## src/rtl/fifo_rd_stage_if.sv

```systemverilog
// Stream-side and controller-side signal bundle for the FIFO read stage.
interface fifo_rd_stage_if #(
  parameter int unsigned DW = 8,
  parameter int unsigned LW = 2
);
  logic          i_empty;
  logic          o_rd;
  logic [DW-1:0] i_rdata;
  logic          i_flush;
  logic          o_valid;
  logic          i_ready;
  logic [DW-1:0] o_data;
  logic [LW-1:0] o_level;

  // The read stage itself
  modport slave (
    input  i_empty, i_rdata, i_flush, i_ready,
    output o_rd, o_valid, o_data, o_level
  );

  // Controller, storage and consumer side
  modport master (
    output i_empty, i_rdata, i_flush, i_ready,
    input  o_rd, o_valid, o_data, o_level
  );
endinterface

```

## src/rtl/fifo_rd_stage.sv

```systemverilog
// FIFO read stage: credit-based pop issue, fixed-latency capture into a
// skid buffer, and a registered valid/ready stream output.
module fifo_rd_stage #(
  parameter int unsigned DW        = 8,
  parameter int unsigned RD_LAT    = 1,
  parameter int unsigned BUF_DEPTH = 2
) (
  input  logic           i_clk,
  input  logic           i_rst,
  fifo_rd_stage_if.slave bus
);

  localparam int unsigned LW = $clog2(BUF_DEPTH + 1);
  localparam int unsigned PW = (BUF_DEPTH > 1) ? $clog2(BUF_DEPTH) : 1;

  // Reject parameter sets the credit scheme cannot support
  generate
    if (RD_LAT < 1 || RD_LAT > 3) begin : g_bad_lat
      $error("fifo_rd_stage: RD_LAT must be 1..3");
    end
    if (BUF_DEPTH < RD_LAT + 1) begin : g_bad_depth
      $error("fifo_rd_stage: BUF_DEPTH must be >= RD_LAT+1");
    end
  endgenerate

  logic [RD_LAT-1:0] r_pipe;
  logic [DW-1:0]     r_mem [BUF_DEPTH];
  logic [PW-1:0]     r_head;
  logic [PW-1:0]     r_tail;
  logic [LW-1:0]     r_level;
  logic [LW-1:0]     r_cnt;
  logic              r_valid;
  logic [DW-1:0]     r_data;

  logic              w_rd;
  logic              w_arrive;
  logic              w_pop;
  logic [PW-1:0]     w_head_nxt;
  logic [LW-1:0]     w_level_nxt;
  logic [LW-1:0]     w_cnt_nxt;
  logic [DW-1:0]     w_data_nxt;

  function automatic logic [PW-1:0] ptr_inc(input logic [PW-1:0] p);
    return (p == PW'(BUF_DEPTH - 1)) ? '0 : p + PW'(1);
  endfunction

  // Pop issue depends only on registered credit and the controller empty flag
  assign w_rd     = ~i_rst & ~bus.i_flush & ~bus.i_empty & (r_cnt < LW'(BUF_DEPTH));
  assign w_arrive = r_pipe[RD_LAT-1];
  assign w_pop    = r_valid & bus.i_ready;

  // Next-state values for pointers, occupancy, credit and the head word
  always_comb begin
    w_head_nxt  = w_pop ? ptr_inc(r_head) : r_head;
    w_level_nxt = r_level + LW'(w_arrive) - LW'(w_pop);
    w_cnt_nxt   = r_cnt + LW'(w_rd) - LW'(w_pop);
    // New head equals the tail being written only when the buffer drains to empty
    if (w_arrive && (r_tail == w_head_nxt)) begin
      w_data_nxt = bus.i_rdata;
    end else begin
      w_data_nxt = r_mem[w_head_nxt];
    end
  end

  // Valid shift pipe tracking pops whose read data is still in flight
  always_ff @(posedge i_clk) begin
    if (i_rst || bus.i_flush) begin
      r_pipe <= '0;
    end else begin
      r_pipe[0] <= w_rd;
      for (int unsigned i = 1; i < RD_LAT; i++) begin
        r_pipe[i] <= r_pipe[i-1];
      end
    end
  end

  // Skid buffer storage, written at the tail when read data lands
  always_ff @(posedge i_clk) begin
    if (i_rst) begin
      for (int unsigned i = 0; i < BUF_DEPTH; i++) begin
        r_mem[i] <= '0;
      end
    end else if (!bus.i_flush && w_arrive) begin
      r_mem[r_tail] <= bus.i_rdata;
    end
  end

  // Pointers, occupancy, credit and the registered stream head
  always_ff @(posedge i_clk) begin
    if (i_rst) begin
      r_head  <= '0;
      r_tail  <= '0;
      r_level <= '0;
      r_cnt   <= '0;
      r_valid <= 1'b0;
      r_data  <= '0;
    end else if (bus.i_flush) begin
      r_head  <= '0;
      r_tail  <= '0;
      r_level <= '0;
      r_cnt   <= '0;
      r_valid <= 1'b0;
    end else begin
      r_head  <= w_head_nxt;
      r_tail  <= w_arrive ? ptr_inc(r_tail) : r_tail;
      r_level <= w_level_nxt;
      r_cnt   <= w_cnt_nxt;
      r_valid <= (w_level_nxt != '0);
      r_data  <= w_data_nxt;
    end
  end

  // Credit accounting must make an arrival into a full buffer impossible
  always_ff @(posedge i_clk) begin
    if (!i_rst && !bus.i_flush) begin
      assert (!(w_arrive && (r_level == LW'(BUF_DEPTH))));
      assert (r_cnt <= LW'(BUF_DEPTH));
    end
  end

  assign bus.o_rd    = w_rd;
  assign bus.o_valid = r_valid;
  assign bus.o_data  = r_data;
  assign bus.o_level = r_level;

endmodule

```

## src/flat_wrapper.sv

```systemverilog
// flat-port wrapper written by rule: the top's interface ports become plain ports
module fifo_rd_stage_flat 
#(
  parameter int unsigned DW        = 8,
  parameter int unsigned RD_LAT    = 1,
  parameter int unsigned BUF_DEPTH = 2
)
  (i_clk, i_rst, bus_i_empty, bus_i_rdata, bus_i_flush, bus_i_ready, bus_o_rd, bus_o_valid, bus_o_data, bus_o_level);
  fifo_rd_stage_if #(.DW(DW), .LW(2)) bus_i ();
  input  logic i_clk;
  input  logic i_rst;
  input wire logic [$bits(bus_i.i_empty)-1:0] bus_i_empty;
  input wire logic [$bits(bus_i.i_rdata)-1:0] bus_i_rdata;
  input wire logic [$bits(bus_i.i_flush)-1:0] bus_i_flush;
  input wire logic [$bits(bus_i.i_ready)-1:0] bus_i_ready;
  output wire logic [$bits(bus_i.o_rd)-1:0] bus_o_rd;
  output wire logic [$bits(bus_i.o_valid)-1:0] bus_o_valid;
  output wire logic [$bits(bus_i.o_data)-1:0] bus_o_data;
  output wire logic [$bits(bus_i.o_level)-1:0] bus_o_level;
  assign bus_i.i_empty = bus_i_empty;
  assign bus_i.i_rdata = bus_i_rdata;
  assign bus_i.i_flush = bus_i_flush;
  assign bus_i.i_ready = bus_i_ready;
  assign bus_o_rd = bus_i.o_rd;
  assign bus_o_valid = bus_i.o_valid;
  assign bus_o_data = bus_i.o_data;
  assign bus_o_level = bus_i.o_level;
  fifo_rd_stage #(.DW(DW), .RD_LAT(RD_LAT), .BUF_DEPTH(BUF_DEPTH)) u_core (.i_clk(i_clk), .i_rst(i_rst), .bus(bus_i));
endmodule
```

## config.mk

```make
export PLATFORM = sky130hd
export DESIGN_NAME = fifo_rd_stage_flat
export DESIGN_NICKNAME = d
export VERILOG_FILES = /design/src/rtl/fifo_rd_stage_if.sv /design/src/rtl/fifo_rd_stage.sv /design/src/flat_wrapper.sv
export SDC_FILE = /design/constraint.sdc
export NUM_CORES = 1
export LEC_CHECK = 0
export ABC_AREA = 1
export CAP_MARGIN = 40
export CORE_MARGIN = 5
export CORE_UTILIZATION = 30
export DETAILED_ROUTE_END_ITERATION = 16
export GPL_TIMING_DRIVEN = 0
export HOLD_SLACK_MARGIN = 0.1
export PLACE_DENSITY = 0.57
export SYNTH_ARGS = -nofsm -noshare
export SYNTH_HDL_FRONTEND = slang
export SYNTH_SLANG_ARGS = --single-unit
```

## constraint.sdc

```tcl
create_clock -name i_clk -period 3.9 [get_ports i_clk]
set_clock_uncertainty 0.05 [all_clocks]
set_input_delay 0.975 -clock i_clk [delete_from_list [all_inputs] [get_ports i_clk]]
set_output_delay 0.975 -clock i_clk [all_outputs]
set_load 0.02 [all_outputs]
```

==> key figures <==
Clock tree
  – Post-CTS Resized: 0
  – Latest clock arrival within the worst-skew pair: 0.28 ns
  – Clock transition at path regs: 0.07 ns
  – Setup bufs post-CTS: 0
  – Root Driver: clkbuf_8
  – Num CTS Buffers: 5
  – Bufs on Longest Clock Path: 2
  – CTS tree: yes
  – Clock sinks: 32
  – Max H-tree Level: 2
  – Hold buffers post-CTS: 0

Placement
  – RePlAce Congestion: 0.7170
  – Detail Placement HPWL: 2.271 mm
  – Port Buffers: 24
  – DP Area: 1784 µm²

Worst setup path
  – Worst-path fanout max: 10
  – CP endpoint kind: primary output
  – Crit path required time: 2.87 ns
  – R2R Setup Slk: 2.23 ns
  – Slowest cell on crit path: clkdlybuf4s50_1
  – Worst path top cell family by delay: buffers and inverters
  – Worst path max stage delay: 0.65 ns
  – Worst r2r src: u_core.r_pipe
  – Worst reg2reg path depth: 5
  – Worst endpoint data arrival time: 2.65 ns
  – WP buf/inv: 4
  – Worst setup SP type: input pin
  – Worst R2R End: u_core.r_mem[1][5]
  – Setup Crit Path Kind: in -> out
  – Worst Setup SP: i_rst
  – CP Cell Sequence: clkdlybuf4s50_1 > inv_1 > nand2_1 > buf_6 > nor3_1 > clkdlybuf4s50_1
  – CP most frequent cell: clkdlybuf4s50_1

GRT
  – Vias in the first global route: 1133
  – Total track usage: 0.1116
  – Initial antenna violation count: 0
  – Largest net degree at the start of global routing: 12
  – Grt ovf: 0
  – Global-route wire length before repair: 5.264 mm

Logic synthesis
  – Cells after Synth: 170
  – Largest cells by area after synthesis: edfxtp_1, dfxtp_1, nand3_1
  – Unique masters post-synth: 17
  – Post-Syn Nets: 186
  – Most frequent cell after synthesis: nor2_1
  – Synth cell count leaders: nor2_1, nand2_1, nand3_1
  – Sequential area share after synthesis: 0.5484
  – YS warnings: 0
  – Mapped Area: 1460 µm²
  – Number of synthesized flops with an enable pin: 16
  – Commonest register cell after synthesis: edfxtp_1
  – FF+latch count, synth: 32
  – Mean Syn Cell Area: 8.589 µm²
  – Async SR Flop Fraction: 0
  – Yosys top cell area share: 0.3290
  – Yosys top cell by area: edfxtp_1

Power and ir drop
  – Net Sw Power: 0.1752 mW
  – Leakage power: 0.8245 nW
  – Internal power: 0.5890 mW
  – Switching Share: 0.2292
  – Clk pwr share: 0.414
  – Maximum vdd drop: 0.0001467 V
  – Flop pwr share: 0.486
  – Logic gate share of total power: 0.100
  – Power per cell area: 403.1 nW/µm²

Routing
  – DR DRC count: 0
  – DRT iter0 DRCs: 54
  – Via density: 4.305
  – Final WL: 3.255 mm
  – Total vias in the final route: 1158
  – Remaining antenna violation count: 0
  – Pre-Repair DR Iteration Count: 4
  – DR WL/cell: 12.10 µm

Floorplan
  – Die W: 79.77 µm
  – Starting Density: 0.3091
  – Ports: 25
  – Die Ht: 79.77 µm
  – Core area: 4723 µm²
  – Die ar.: 6362 µm²
  – Cell Rows: 25

STA
  – Finish-stage setup viols: 0
  – Final hold violation count: 0
  – RSZ-0062 raised after global routing: no
  – Max Freq: 272.4 MHz
  – TNS Setup: 0 ns
  – Final period util: 0.9415
  – Min Clock Period, post-route: 3.672 ns
  – Final slew viol count: 0
  – Rel. slew slack: 0.6018
  – Worst slew pin tran: 0.5950 ns

Worst hold path
  – Hold wc startpoint: u_core.r_cnt[1]
  – Hold Path Sink: u_core.r_pipe
  – Hold path cells: 1
  – Worst Hold Class: reg -> reg

Layout
  – N_diodes: 0
  – Share of post-route cells with drive strength above 1: 0.09406
  – Design Area, Final: 1896 µm²
  – Filler Cells Inserted: 491
  – Synthesis-to-layout area growth: 29.82%
  – Nets@finish: 217

Status
  – Status: finished clean

Run
  – Max-Cap Viols: 0
[worst max-delay path by stage]
stage | end | slack, ns | cells after the start
2_1_floorplan | u_core.r_cnt[1] | 1.04 | 11
3_3_place_gp | bus_o_rd | 0.22 | 6
3_5_place_dp | bus_o_rd | 0.22 | 6
4_1_cts | bus_o_rd | 0.21 | 6
5_1_grt | bus_o_rd | 0.07 | 6
6_report | bus_o_rd | 0.23 | 6
[metrics by stage]
stage / instances / total power [mW] / worst slack, ns / utilization / hold slack, ns
after floorplan: 170 / 0.4193 / 1.040 / - / 0.3690
after CTS: 269 / 0.7697 / 0.2051 / 0.4013 / 0.4015
after global routing: 269 / 0.7960 / 0.06564 / 0.4013 / 0.4249
after detailed placement: 261 / 0.4563 / 0.2158 / 0.3777 / 0.3879
after global placement: 261 / 0.4555 / 0.2238 / 0.3777 / 0.3877
final: 269 / 0.7642 / 0.2283 / 0.4013 / 0.3974
[state kept, by name, summed over array words and instances (netlist names)]
signal              count
u_core.r_tail           1
u_core.r_head           1
u_core.r_pipe           1
u_core.bus.o_data       8
u_core.r_cnt            2
u_core.bus.o_level      2
u_core.bus.o_valid      1
u_core.r_mem           16
[kinds of logic (layout without fill, tap and decap cells)]
logic type      count (synthesis)  in the layout  share of synthesized area
compound gates                  7              7                    0.02399
xor+xnor                        4              4                    0.02400
simple gates                   97             97                     0.2931
buf+inv                        27             59                    0.08483
flops                          32             32                     0.5484
fa+ha+maj                       3              3                    0.02571
[per-layer routing]
metal	routed length (µm)	vias up	GRT usage	part of all wire
li1	-	603	-	-
met1	1554	531	0.1257	0.48
met2	1529	18	0.1920	0.47
met3	114	6	0.03386	0.035
met4	57	0	0.05236	0.018
met5	0	-	0	0
[placed cells by master, fill, tap and decap left out, types with 4 or more instances in the layout]
| master | synthesis | layout |
|---|---|---|
| nand3_1 | 27 | 27 |
| nor2_1 | 31 | 31 |
| edfxtp_1 | 16 | 16 |
| o21ai_0 | 5 | 5 |
| dfxtp_1 | 16 | 16 |
| nand2_2 | 4 | 4 |
| clkdlybuf4s50_1 | 0 | 24 |
| nand2_1 | 28 | 28 |
| clkbuf_8 | 0 | 5 |
| inv_1 | 24 | 24 |
[worst reg2reg max path: stages, from the launching register on]
cell	delay, ns
dfxtp_1	0.34
inv_1	0.06
nor2_1	0.16
buf_6	0.17
nand2_2	0.16
nand2_1	0.38
[power by group through the flow]
stage	Clock (mW)	Sequential [mW]	Combinational (mW)
floorplan	0	0.385	0.0340
global placement	0	0.379	0.0766
detailed placement	0	0.379	0.0773
global route	0.338	0.373	0.0851
CTS	0.320	0.372	0.0776
finish	0.316	0.371	0.0763
[area by class of cell]
class	count	area, µm²	area share
Buffer	3	33.78	0.01782
Clock buffer	5	68.82	0.03630
Clock inverter	3	42.54	0.02244
Inverter	24	90.09	0.04752
Multi-Input combinational cell	111	535.5	0.2825
Sequential cell	32	800.8	0.4224
Tap cell	67	83.83	0.04422
Timing Repair Buffer	24	240.2	0.1267
No activity file was read; power rests on OpenSTA's default activity.
